[src/rtl/timer_compare_unit_if.sv]
// Peripheral-bus bundle for timer_compare_unit: write strobe, word address,
// write data and the combinational read data returned by the timer.
interface timer_compare_unit_if;
    logic        i_we;
    logic [1:0]  i_addr;
    logic [31:0] i_wdata;
    logic [31:0] o_rdata;

    modport master (output i_we, output i_addr, output i_wdata, input  o_rdata);
    modport slave  (input  i_we, input  i_addr, input  i_wdata, output o_rdata);
endinterface

[src/rtl/timer_compare_unit.sv]
// Memory-mapped compare timer driving the prescaler (ON, divide value) and counting its tick.
// Optional TIMER_IRQ_REG_EN: registers o_irq (one cycle behind MATCH & IE).
module timer_compare_unit #(
    parameter int CNT_W = 32
) (
    input  logic                 i_clk,
    input  logic                 i_arst,
    input  logic                 i_tick,
    timer_compare_unit_if.slave  bus,
    output logic                 o_on,
    output logic [6:0]           o_divide_by,
    output logic                 o_irq
);
    localparam logic [1:0] A_CONFIG  = 2'd0;
    localparam logic [1:0] A_COUNT   = 2'd1;
    localparam logic [1:0] A_COMPARE = 2'd2;
    localparam logic [1:0] A_STATUS  = 2'd3;

    logic             cfg_on;
    logic             cfg_auto;
    logic             cfg_ie;
    logic [2:0]       cfg_div;
    logic [CNT_W-1:0] count;
    logic [CNT_W-1:0] compare;
    logic             match;

    logic wr_cfg, wr_cnt, wr_cmp, wr_sts;
    logic cnt_evt, hit;

    assign wr_cfg  = bus.i_we && (bus.i_addr == A_CONFIG);
    assign wr_cnt  = bus.i_we && (bus.i_addr == A_COUNT);
    assign wr_cmp  = bus.i_we && (bus.i_addr == A_COMPARE);
    assign wr_sts  = bus.i_we && (bus.i_addr == A_STATUS);

    // The compare always sees the pre-edge COMPARE, so a same-edge write only affects later ticks.
    assign cnt_evt = cfg_on && i_tick;
    assign hit     = cnt_evt && (count == compare);

    always_ff @(posedge i_clk or posedge i_arst) begin
        if (i_arst) begin
            cfg_on   <= 1'b0;
            cfg_auto <= 1'b0;
            cfg_ie   <= 1'b0;
            cfg_div  <= 3'd0;
        end else if (wr_cfg) begin
            cfg_on   <= bus.i_wdata[0];
            cfg_auto <= bus.i_wdata[1];
            cfg_ie   <= bus.i_wdata[2];
            cfg_div  <= bus.i_wdata[6:4];
        end else if (hit && !cfg_auto) begin
            cfg_on   <= 1'b0;
        end
    end

    always_ff @(posedge i_clk or posedge i_arst) begin
        if (i_arst) begin
            count <= '0;
        end else if (wr_cnt) begin
            count <= bus.i_wdata[CNT_W-1:0];
        end else if (hit) begin
            if (cfg_auto) count <= '0;
        end else if (cnt_evt) begin
            count <= count + CNT_W'(1);
        end
    end

    always_ff @(posedge i_clk or posedge i_arst) begin
        if (i_arst)      compare <= '0;
        else if (wr_cmp) compare <= bus.i_wdata[CNT_W-1:0];
    end

    // A new match outranks a same-edge write-1-to-clear.
    always_ff @(posedge i_clk or posedge i_arst) begin
        if (i_arst)                         match <= 1'b0;
        else if (hit)                       match <= 1'b1;
        else if (wr_sts && bus.i_wdata[0])  match <= 1'b0;
    end

    always_comb begin
        bus.o_rdata = '0;
        case (bus.i_addr)
            A_CONFIG:  bus.o_rdata[6:0]       = {cfg_div, 1'b0, cfg_ie, cfg_auto, cfg_on};
            A_COUNT:   bus.o_rdata[CNT_W-1:0] = count;
            A_COMPARE: bus.o_rdata[CNT_W-1:0] = compare;
            A_STATUS:  bus.o_rdata[0]         = match;
            default:   bus.o_rdata            = '0;
        endcase
    end

    assign o_on        = cfg_on;
    assign o_divide_by = 7'h7F >> (3'd7 - cfg_div);

`ifdef TIMER_IRQ_REG_EN
    always_ff @(posedge i_clk or posedge i_arst) begin
        if (i_arst) o_irq <= 1'b0;
        else        o_irq <= match && cfg_ie;
    end
`else
    assign o_irq = match && cfg_ie;
`endif
endmodule

[src/flat_wrapper.sv]
// flat-port wrapper written by rule: the top's interface ports become plain ports
module timer_compare_unit_flat 
#(
    parameter int CNT_W = 32
)
  (i_clk, i_arst, i_tick, o_on, o_divide_by, o_irq, bus_i_we, bus_i_addr, bus_i_wdata, bus_o_rdata);
  timer_compare_unit_if bus_i ();
  input  logic i_clk;
  input  logic i_arst;
  input  logic i_tick;
  output logic o_on;
  output logic [6:0] o_divide_by;
  output logic o_irq;
  input wire logic [$bits(bus_i.i_we)-1:0] bus_i_we;
  input wire logic [$bits(bus_i.i_addr)-1:0] bus_i_addr;
  input wire logic [$bits(bus_i.i_wdata)-1:0] bus_i_wdata;
  output wire logic [$bits(bus_i.o_rdata)-1:0] bus_o_rdata;
  assign bus_i.i_we = bus_i_we;
  assign bus_i.i_addr = bus_i_addr;
  assign bus_i.i_wdata = bus_i_wdata;
  assign bus_o_rdata = bus_i.o_rdata;
  timer_compare_unit #(.CNT_W(CNT_W)) u_core (.i_clk(i_clk), .i_arst(i_arst), .i_tick(i_tick), .bus(bus_i), .o_on(o_on), .o_divide_by(o_divide_by), .o_irq(o_irq));
endmodule
[config.mk]
export PLATFORM = sky130hd
export DESIGN_NAME = timer_compare_unit_flat
export DESIGN_NICKNAME = d
export VERILOG_FILES = /design/src/rtl/timer_compare_unit_if.sv /design/src/rtl/timer_compare_unit.sv /design/src/flat_wrapper.sv
export SDC_FILE = /design/constraint.sdc
export NUM_CORES = 1
export LEC_CHECK = 0
export ABC_AREA = 1
export CAP_MARGIN = 20
export CORE_AREA = 2 2 110 112
export DETAILED_ROUTE_END_ITERATION = 7
export DIE_AREA = 0 0 112 114
export PLACE_DENSITY = 0.81
export SYNTH_ARGS = -nofsm -noshare
export SYNTH_HDL_FRONTEND = slang
export SYNTH_SLANG_ARGS = --single-unit
[constraint.sdc]
create_clock -name i_clk -period 1.95 [get_ports i_clk]
set_input_delay 0.195 -clock i_clk [delete_from_list [all_inputs] [get_ports i_clk]]
set_output_delay 0.195 -clock i_clk [all_outputs]
set_load 0.02 [all_outputs]
==> flow_summary.json, run 1 <==
{
  "n_fill_cell": 972,
  "fmax_ghz": 0.4985,
  "ios": 79,
  "synthMuxAreaShare": 0.006077,
  "hold_viol": 0,
  "die_h_um": 114,
  "fin_cells": 1213,
  "cts_buffer_depth": 2,
  "coreArea_um2": 11710,
  "power_density_nw_per_um2": 977.5,
  "yosysWarnings": 0,
  "syn_nets": 981,
  "grtUsageMet3": 0.03826,
  "fin_hold_ws_ns": 0.1596,
  "ys_async_sr_fraction": 1.000,
  "initial_utilization": 0.4747,
  "cts_root_buf": "clkbuf_16",
  "row_count": 40,
  "leakage_nw": 4.124,
  "final_antenna_net_count": 0,
  "finClkSkew_ns": 0.005661,
  "syn_area_per_cell_um2": 5.939,
  "cts.sinks": 71,
  "synth_fa_ha_area_frac": 0.01576,
  "busiest_layer": "met2",
  "min_period_ns": 2.006,
  "die_w_um": 112,
  "met2_usage": 0.4473,
  "clkLatencyLatePin_ns": 0.34,
  "hold_path.class": "input port to asynchronous set/reset pin",
  "cp-start-kind": "register",
  "antenna_cells": 0,
  "nNetsFinal": 1108,
  "grtUsageTotal": 0.2703,
  "port_buffers": 78,
  "synth_xor_area_frac": 0.02678,
  "rsz0062_at_grt": "yes",
  "met1_usage": 0.3677,
  "maxCapViolations": 0,
  "final_max_slew_viol_count": 0,
  "slowest_stage": "dfrtp_2",
  "wl_per_cell_um": 15.58,
  "synthSimpleGateAreaFrac": 0.4267,
  "layout_setup_ws_ns": -0.05587,
  "violations": "negative setup slack",
  "worst_pin_slew_ns": 0.3782,
  "dr.first_iter.drc_count": 568,
  "slew_headroom": 0.7473,
  "dieArea_um2": 12770,
  "ys_seq_area_frac": 0.3196,
  "drc": 0,
  "synth_area_um2": 5559,
  "syn_to_final_growth_pct": 37.86,
  "crit_path_max_fanout": 8,
  "dp_cells": 1177,
  "crit_type": "register to register",
  "grt_pass1_wl_mm": 27.74,
  "crit_path_end_kind": "register",
  "path_cells": "inv_2 > nand2_4 > nand2_2 > inv_2 > nand2_2 > nor2_1 > nand2_1 > nor2_2 > nand4_2 > nand2_4 > nand2_8 > clkbuf_16 > nand2_2 > nand2_1",
  "cts_hold_buf": 0,
  "synth_top_family_by_area": "simple AND/OR/NAND/NOR gates",
  "viasPerCell": 5.448,
  "overflow": 0,
  "synth_edf_count": 0,
  "grt_pass1_vias": 5632,
  "required_ns": 2.18,
  "gp_congestion": 0.9558,
  "synth_cell_types": 31,
  "cts_buffers": 9,
  "place_ws_ns": -0.3818,
  "clkSlewWorstSetupHoldPaths_ns": 0.06,
  "syn_inst": 936,
  "outcome": "complete, but fails checks",
  "cp_common_cell": "nand2_2",
  "htreeDepth": 3,
  "finalCritPeriodShare": 1.029,
  "hpwl_mm": 12.88,
  "synth_compound_area_frac": 0.08440,
  "grt_antenna_before_repair": 0,
  "grt_max_degree": 63,
  "yosys_register_bits": 71,
  "synth_flop_cell": "dfrtp_1",
  "dr.pass1.iters": 8,
  "finalSetupViolCount": 28,
  "drt-total-wl_mm": 18.90,
  "layout-drive-gt1-share": 0.2308,
  "peakVddDrop_v": 0.0004630,
  "cts_tree": "built",
  "critical_path_arrival_ns": 2.24,
  "vias": 6609,
  "max_stage_delay_ns": 0.47
}
cells by family (layout without fill, tap and decap cells):
group / Yosys count / in the layout
buf+inv: 168 / 298
simple gates: 580 / 580
compound gates: 90 / 90
mux: 3 / 3
fa+ha+maj: 7 / 7
flops: 71 / 71
xor+xnor: 17 / 17
power by group:
group	switching (mW)	internal [mW]
combinational	2.04	1.46
sequential	0.508	1.87
clock	0.620	0.987
layer usage:
metal,vias to the layer above,wire length (um)
met5,-,0
met4,0,606
met3,68,1772
met2,373,8821
met1,3015,7703
li1,3153,-
synth_stat cells (all sizes together), types with 3 or more instances:
library cell  instances  area, um^2
nand3b                3       22.52
and2                  3       18.77
mux2                  3       33.78
nand3                85       430.4
o211ai                6       45.04
dfrtp                71        1777
nand2               383        1443
xor2                 15       131.4
clkbuf               19       71.32
nand4                 9       62.56
inv                 121       454.2
nor3                  5       25.02
a21oi                57       285.3
ha                    7       87.58
nor2                 90       357.8
buf                  28       145.1
o21ai                24       120.1
final timing paths:
path / from / slack (ns) / depth (start not counted) / to
worst max-delay path: u_core.count[8] / -0.06 / 14 / u_core.count[29]
worst min-delay path: i_arst / 0.16 / 2 / u_core.compare[6]
worst max register to register: u_core.count[8] / -0.06 / 14 / u_core.count[29]
worst min register to register: u_core.compare[1] / 0.49 / 2 / u_core.compare[1]
max in group asynchronous: i_arst / 1.13 / 3 / u_core.count[3]
min in group i_clk: bus_i_wdata[23] / 0.47 / 3 / u_core.compare[23]
cell type report:
type	count	area [um^2]	area share
Multi-Input combinational cell	697	3411	0.4451
Sequential cell	71	1793	0.2340
Timing Repair Buffer	163	1534	0.2002
Inverter	121	457.9	0.05976
Clock buffer	14	284.0	0.03706
Tap cell	147	183.9	0.02400
critical path: cells and delay by family (launching register included):
| family | cells | cell delay [ns] |
|---|---|---|
| AND/OR/NAND/NOR | 11 | 1.11 |
| flip-flops | 1 | 0.47 |
| buffers and inverters | 3 | 0.32 |
registers in the layout, summed over array words and instances, names as in the netlist:
register	cells
u_core.cfg_ie	1
u_core.compare	32
u_core.count	32
u_core.cfg_div	3
u_core.o_on	1
u_core.match	1
u_core.cfg_auto	1
cell usage in the layout (no fill, tap or decap), types with 15 or more instances in the layout:
cell | synthesis | layout
nand3_1 | 84 | 84
clkdlybuf4s50_1 | 0 | 44
inv_2 | 8 | 21
dfrtp_1 | 71 | 58
nand2_2 | 2 | 40
o21ai_0 | 23 | 22
nor2_1 | 84 | 79
inv_1 | 113 | 99
nand2_4 | 0 | 20
a21oi_1 | 57 | 57
nand2_1 | 381 | 322
xor2_1 | 15 | 15
clkbuf_2 | 0 | 22
buf_4 | 5 | 65
repair_timing:
| item | 4_1_cts | 5_1_grt |
|---|---|---|
| endpoints found under the setup margin | 32 | 63 |
| gates resized for setup | 69 | 156 |
| setup buffers | 0 | 18 |
| cloned | 0 | 4 |
| pin swaps | 0 | 15 |
through the flow:
step / total power, mW / area [um^2] / utilization / setup TNS (ns)
2_1_floorplan: 4.177 / 5563 / - / 0
3_3_place_gp: 5.215 / 6939 / 0.5925 / -8.882
3_5_place_dp: 5.275 / 6939 / 0.5925 / -11.24
4_1_cts: 6.847 / 7218 / 0.6163 / -0.01907
5_1_grt: 7.935 / 7664 / 0.6544 / -3.789
6_report: 7.491 / 7664 / 0.6544 / -0.7375
(Power assumes the default switching activity.)
==> inputs of run 2 (changes only) <==
--- a/config.mk
+++ b/config.mk
@@ -7,10 +7,10 @@
 export LEC_CHECK = 0
 export ABC_AREA = 1
 export CAP_MARGIN = 20
-export CORE_AREA = 2 2 110 112
+export CORE_AREA = 2 2 133 135
 export DETAILED_ROUTE_END_ITERATION = 7
-export DIE_AREA = 0 0 112 114
-export PLACE_DENSITY = 0.81
+export DIE_AREA = 0 0 135 137
+export PLACE_DENSITY = 0.6
 export SYNTH_ARGS = -nofsm -noshare
 export SYNTH_HDL_FRONTEND = slang
 export SYNTH_SLANG_ARGS = --single-unit
==> flow_summary.json, run 2 (synthesized netlist as in run 1, its figures left out) <==
{
  "finalPower_mw": 7.307,
  "final_cell_mix": "nand2_1, inv_1, nand3_1",
  "crit_path_max_fanout": 8,
  "initial_utilization": 0.3259,
  "required_ns": 2.19,
  "htreeDepth": 3,
  "cts_hold_buf": 0,
  "hpwl_mm": 14.52,
  "antenna_cells": 0,
  "overflow": 0,
  "leakage_nw": 4.053,
  "cts_root_buf": "clkbuf_16",
  "final_max_slew_viol_count": 0,
  "power.switching_mw": 3.045,
  "layout-drive-gt1-share": 0.2042,
  "cts_buffers": 9,
  "cts_buffer_depth": 2,
  "finalCritPeriodShare": 0.9707,
  "gp_congestion": 0.8924,
  "crit_type": "register to register",
  "worst_pin_slew_ns": 0.4419,
  "reg.largest.list": "u_core.compare (32), u_core.count (32), u_core.cfg_div (3)",
  "grt_max_degree": 72,
  "coreArea_um2": 17060,
  "power_density_nw_per_um2": 926.8,
  "power_frac_comb": 0.461,
  "seqPwrFrac": 0.322,
  "crit_path_end_kind": "register",
  "port_buffers": 78,
  "fmax_ghz": 0.5283,
  "maxCapViolations": 0,
  "finalSetupViolCount": 0,
  "die_h_um": 137,
  "final_util": 0.4622,
  "cts_tree": "built",
  "fin_cells": 1312,
  "intPower_mw": 4.262,
  "die_w_um": 135,
  "vias": 6261,
  "viasPerCell": 4.772,
  "hold_viol": 0,
  "cp-start-kind": "register",
  "grt_antenna_before_repair": 0,
  "ios": 79,
  "finClkSkew_ns": 0.009736,
  "dp_cells": 1277,
  "syn_to_final_growth_pct": 41.82,
  "wl_per_cell_um": 14.87,
  "outcome": "completed",
  "min_period_ns": 1.893,
  "grt_pass1_vias": 5790,
  "grtUsageTotal": 0.2132,
  "drt-total-wl_mm": 19.50,
  "nNetsFinal": 1127,
  "cts.sinks": 71,
  "dr.pass1.iters": 5,
  "clkLatencyLatePin_ns": 0.35,
  "clkSlewWorstSetupHoldPaths_ns": 0.06,
  "dr.first_iter.drc_count": 393,
  "row_count": 48,
  "hold_path.class": "input port to asynchronous set/reset pin",
  "netSwitchingFraction": 0.4167,
  "peakVddDrop_v": 0.0004990,
  "clkPwrFrac": 0.217,
  "slew_headroom": 0.7054,
  "dieArea_um2": 18500,
  "drc": 0,
  "final_common_cell": "nand2_1",
  "grt_pass1_wl_mm": 30.44,
  "critical_path_arrival_ns": 2.13,
  "final_antenna_net_count": 0
}
-- run 2: cell types whose count changed in the layout (fill, tap and decap cells not counted), moves of 4 or more --
cell | before | now
buf_12 | 12 | 16
buf_4 | 65 | 82
clkbuf_2 | 22 | 2
clkdlybuf4s15_1 | 0 | 9
clkdlybuf4s15_2 | 5 | 17
clkinv_2 | 0 | 4
nand2_1 | 322 | 362
nand2_2 | 40 | 18
nand2_4 | 20 | 2
nor2_1 | 79 | 75
-- run 2: metrics by stage --
stage / setup slack [ns] / instance area [um^2] / TNS, ns / hold WS [ns]
finish: 0.05722 / 7884 / 0 / 0.2943
global route: -0.06080 / 7884 / -1.413 / 0.3555
CTS: -0.04470 / 7541 / -0.07512 / 0.3252
detailed placement: -0.4127 / 7252 / -12.63 / 0.4737
global placement: -0.3661 / 7252 / -10.57 / 0.4659
floorplan: 0.1819 / 5563 / 0 / 0.3456
-- run 2: metal layers --
metal,global-route usage,vias to the layer above,wire length (um)
li1,-,3177,-
met1,0.2977,2909,9432
met2,0.3376,152,8766
met3,0.03741,23,980
met4,0.06366,0,325
met5,0,-,0
-- run 2: area by class of cell --
cell class / instances / area [um^2]
Clock inverter: 4 / 20.02
Sequential cell: 71 / 1794
Timing Repair Buffer: 182 / 1815
Inverter: 121 / 457.9
Tap cell: 225 / 281.5
Fill cell: 1793 / 9173
Multi-Input combinational cell: 697 / 3258
Clock buffer: 12 / 256.5
-- run 2: path summary, 6_finish.rpt --
kind / startpoint / end / slack, ns / cells after the start
max: u_core.count[16] / u_core.count[13] / 0.06 / 13
min: i_arst / u_core.cfg_div[2] / 0.29 / 3
max reg2reg: u_core.count[16] / u_core.count[13] / 0.06 / 13
min reg2reg: u_core.compare[5] / u_core.compare[5] / 0.49 / 2
max in group asynchronous: i_arst / u_core.count[31] / 1.27 / 3
min in group i_clk: bus_i_wdata[28] / u_core.compare[28] / 0.45 / 3
-- run 2: critical path: stages (launching register included) --
cell and delay, ns:
dfrtp_1 0.40, inv_2 0.08, nand2_1 0.06, nand2_2 0.10
nand2_1 0.08, nor2_2 0.12, nand2_1 0.10, nor2_4 0.18
nand4_4 0.13, nand2_4 0.14, nand2_8 0.09, clkbuf_16 0.18
nand2_1 0.06, nand2_1 0.05
-- run 2: power by group through the flow --
stage	clock network, mW	logic [mW]	registers, mW
floorplan	0	2.01	2.17
global placement	0	3.03	2.34
detailed placement	0	3.05	2.34
CTS	1.61	3.04	2.32
global route	1.68	3.76	2.41
finish	1.59	3.37	2.35
-- run 2: timing repair --
| action | in CTS | in global routing |
|---|---|---|
| gates resized for setup | 88 | 74 |
| setup buffers | 0 | 17 |
| setup endpoints to repair | 41 | 64 |
| gates cloned | 0 | 2 |
| endpoints found under the hold margin | 0 | 0 |
| pin swaps | 0 | 15 |
==> inputs of run 3 (changes only) <==
--- a/config.mk
+++ b/config.mk
@@ -7,10 +7,11 @@
 export LEC_CHECK = 0
 export ABC_AREA = 1
 export CAP_MARGIN = 20
-export CORE_AREA = 2 2 133 135
+export CORE_AREA = 2 2 108 110
 export DETAILED_ROUTE_END_ITERATION = 7
-export DIE_AREA = 0 0 135 137
-export PLACE_DENSITY = 0.6
+export DIE_AREA = 0 0 110 112
+export PLACE_DENSITY = 0.77
+export SETUP_SLACK_MARGIN = 0.5
 export SYNTH_ARGS = -nofsm -noshare
 export SYNTH_HDL_FRONTEND = slang
 export SYNTH_SLANG_ARGS = --single-unit
==> flow_summary.json, run 3 (synthesized netlist as in run 1, its figures left out) <==
{
  "outcome": "complete, but fails checks",
  "violations": "negative setup slack",
  "crit_buf_inv": 2,
  "clkSlewWorstSetupHoldPaths_ns": 0.06,
  "peakVddDrop_v": 0.0004733,
  "cts_buffer_depth": 2,
  "slowest_stage": "dfrtp_2",
  "required_ns": 2.18,
  "grtUsageTotal": 0.3438,
  "vias": 7152,
  "nNetsFinal": 1131,
  "row_count": 39,
  "slew_headroom": 0.6963,
  "dr.first_iter.drc_count": 823,
  "fin_hold_ws_ns": 0.3190,
  "layout-drive-gt1-share": 0.2954,
  "reg.largest.list": "u_core.compare (32), u_core.count (32), u_core.cfg_div (3)",
  "cts.sinks": 71,
  "grt_max_degree": 72,
  "worst_pin_slew_ns": 0.4544,
  "crit_path_max_fanout": 5,
  "gp_congestion": 0.9464,
  "cts_hold_buf": 0,
  "dr.pass1.iters": 6,
  "drt-total-wl_mm": 22.81,
  "power_density_nw_per_um2": 972.3,
  "hpwl_mm": 12.99,
  "viasPerCell": 5.800,
  "finClkSkew_ns": 0.005562,
  "power_frac_comb": 0.493,
  "cts_root_buf": "clkbuf_16",
  "antenna_cells": 0,
  "finalSetupViolCount": 33,
  "netSwitchingFraction": 0.4327,
  "n_fill_cell": 789,
  "ios": 79,
  "final_util": 0.7362,
  "max_stage_delay_ns": 0.45,
  "place_ws_ns": -0.3540,
  "maxCapViolations": 0,
  "min_period_ns": 2.116,
  "final_common_cell": "nand2_1",
  "final_max_slew_viol_count": 0,
  "initial_utilization": 0.4975,
  "hold_path.class": "input port to asynchronous set/reset pin",
  "final_cell_mix": "nand2_1, inv_1, buf_4",
  "die_w_um": 110,
  "cp_common_cell": "nand2_1",
  "final_antenna_net_count": 0,
  "layout_setup_ws_ns": -0.1663,
  "critical_path_arrival_ns": 2.35,
  "grt_pass1_vias": 6427,
  "seq_area_um2": 1798,
  "syn_to_final_growth_pct": 47.99,
  "clkPwrFrac": 0.206,
  "tns_ns": -1.380,
  "leakage_nw": 4.212,
  "wl_per_cell_um": 18.50,
  "cts_tree": "built",
  "fmax_ghz": 0.4725,
  "dieArea_um2": 12320,
  "cp-start-kind": "register",
  "seqPwrFrac": 0.302,
  "hold_viol": 0,
  "multi_input_area_um2": 3595,
  "crit_path_end_kind": "register",
  "overflow": 0,
  "power.switching_mw": 3.461,
  "clkLatencyLatePin_ns": 0.35,
  "rrSetupSlack_ns": -0.17,
  "die_h_um": 112,
  "htreeDepth": 3,
  "intPower_mw": 4.538,
  "finalCritPeriodShare": 1.085,
  "grt_antenna_before_repair": 0,
  "drc": 0,
  "path_cells": "buf_4 > nand2_1 > nor2_1 > nand3_1 > nor2_2 > nand2_1 > nand2_1 > inv_1 > nand3_1 > nand2_1 > nand2_1 > nand2_1",
  "rsz0062_at_grt": "yes",
  "crit_type": "register to register",
  "port_buffers": 78,
  "cts_buffers": 9,
  "cp_top_family": "simple AND/OR/NAND/NOR gates",
  "coreArea_um2": 11170,
  "grt_pass1_wl_mm": 32.44
}
run 3: cell types whose count changed in the layout (fill, tap and decap cells not counted), moves of 5 or more:
cell and change:
a21oi_1 -26, a21oi_2 +25, nand2_1 -21, nand2_2 +19, nand3_1 -19, nand3_2 +19, clkdlybuf4s15_2 -16, buf_6 +15
buf_2 +13, clkdlybuf4s50_1 -9, clkdlybuf4s15_1 -8, inv_1 -7, buf_16 +5, nor2_4 +5
run 3: cell type report:
class                      instances  area share
inverter                         121     0.05688
timing repair buffer             185      0.2318
clock inverter                     4    0.005779
multi-input combinational        698      0.4370
tap                              143     0.02175
sequential                        71      0.2186
clock buffer                      11     0.02829
run 3: what timing repair did:
| action | 4_1_cts | 5_1_grt |
|---|---|---|
| buffers inserted | 24 | 16 |
| setup endpoints to repair | 107 | 60 |
| gates cloned | 6 | 4 |
| pin swaps | 14 | 36 |
| resized for setup | 241 | 92 |
run 3: final timing paths:
path,from,endpoint,cells past startpoint
max in group asynchronous,i_arst,u_core.count[17],3
hold reg to reg,u_core.compare[5],u_core.compare[5],2
min in group i_clk,bus_i_wdata[28],u_core.compare[28],3
setup / recovery,u_core.count[15],u_core.count[21],12
setup reg to reg,u_core.count[15],u_core.count[21],12
hold / removal,i_arst,u_core.count[7],3
run 3: worst min-delay path, stage by stage:
cell and delay (ns):
clkdlybuf4s50_1 0.44, clkinvlp_4 0.10, buf_12 0.34
run 3: power by group through the flow:
stage	clock [mW]	combinational [mW]	sequential, mW
final	1.64	3.94	2.41
after CTS	1.62	3.32	2.36
after global placement	0	2.94	2.37
after detailed placement	0	3.00	2.37
after floorplan	0	2.15	2.18
after global routing	1.70	4.25	2.45
run 3: stage by stage:
step	std cells	total power, mW	cell area (um^2)
final	1233	7.999	8227
after global routing	1233	8.395	8227
after CTS	1213	7.291	7719
after detailed placement	1168	5.377	7032
after global placement	1168	5.312	7032
after floorplan	936	4.337	5777
run 3: per-layer routing:
layer	track usage	share of wire	up-vias
li1	-	-	3196
met1	0.4546	0.37	3251
met2	0.5149	0.44	531
met3	0.08255	0.11	174
met4	0.1840	0.075	0
met5	0	0	-
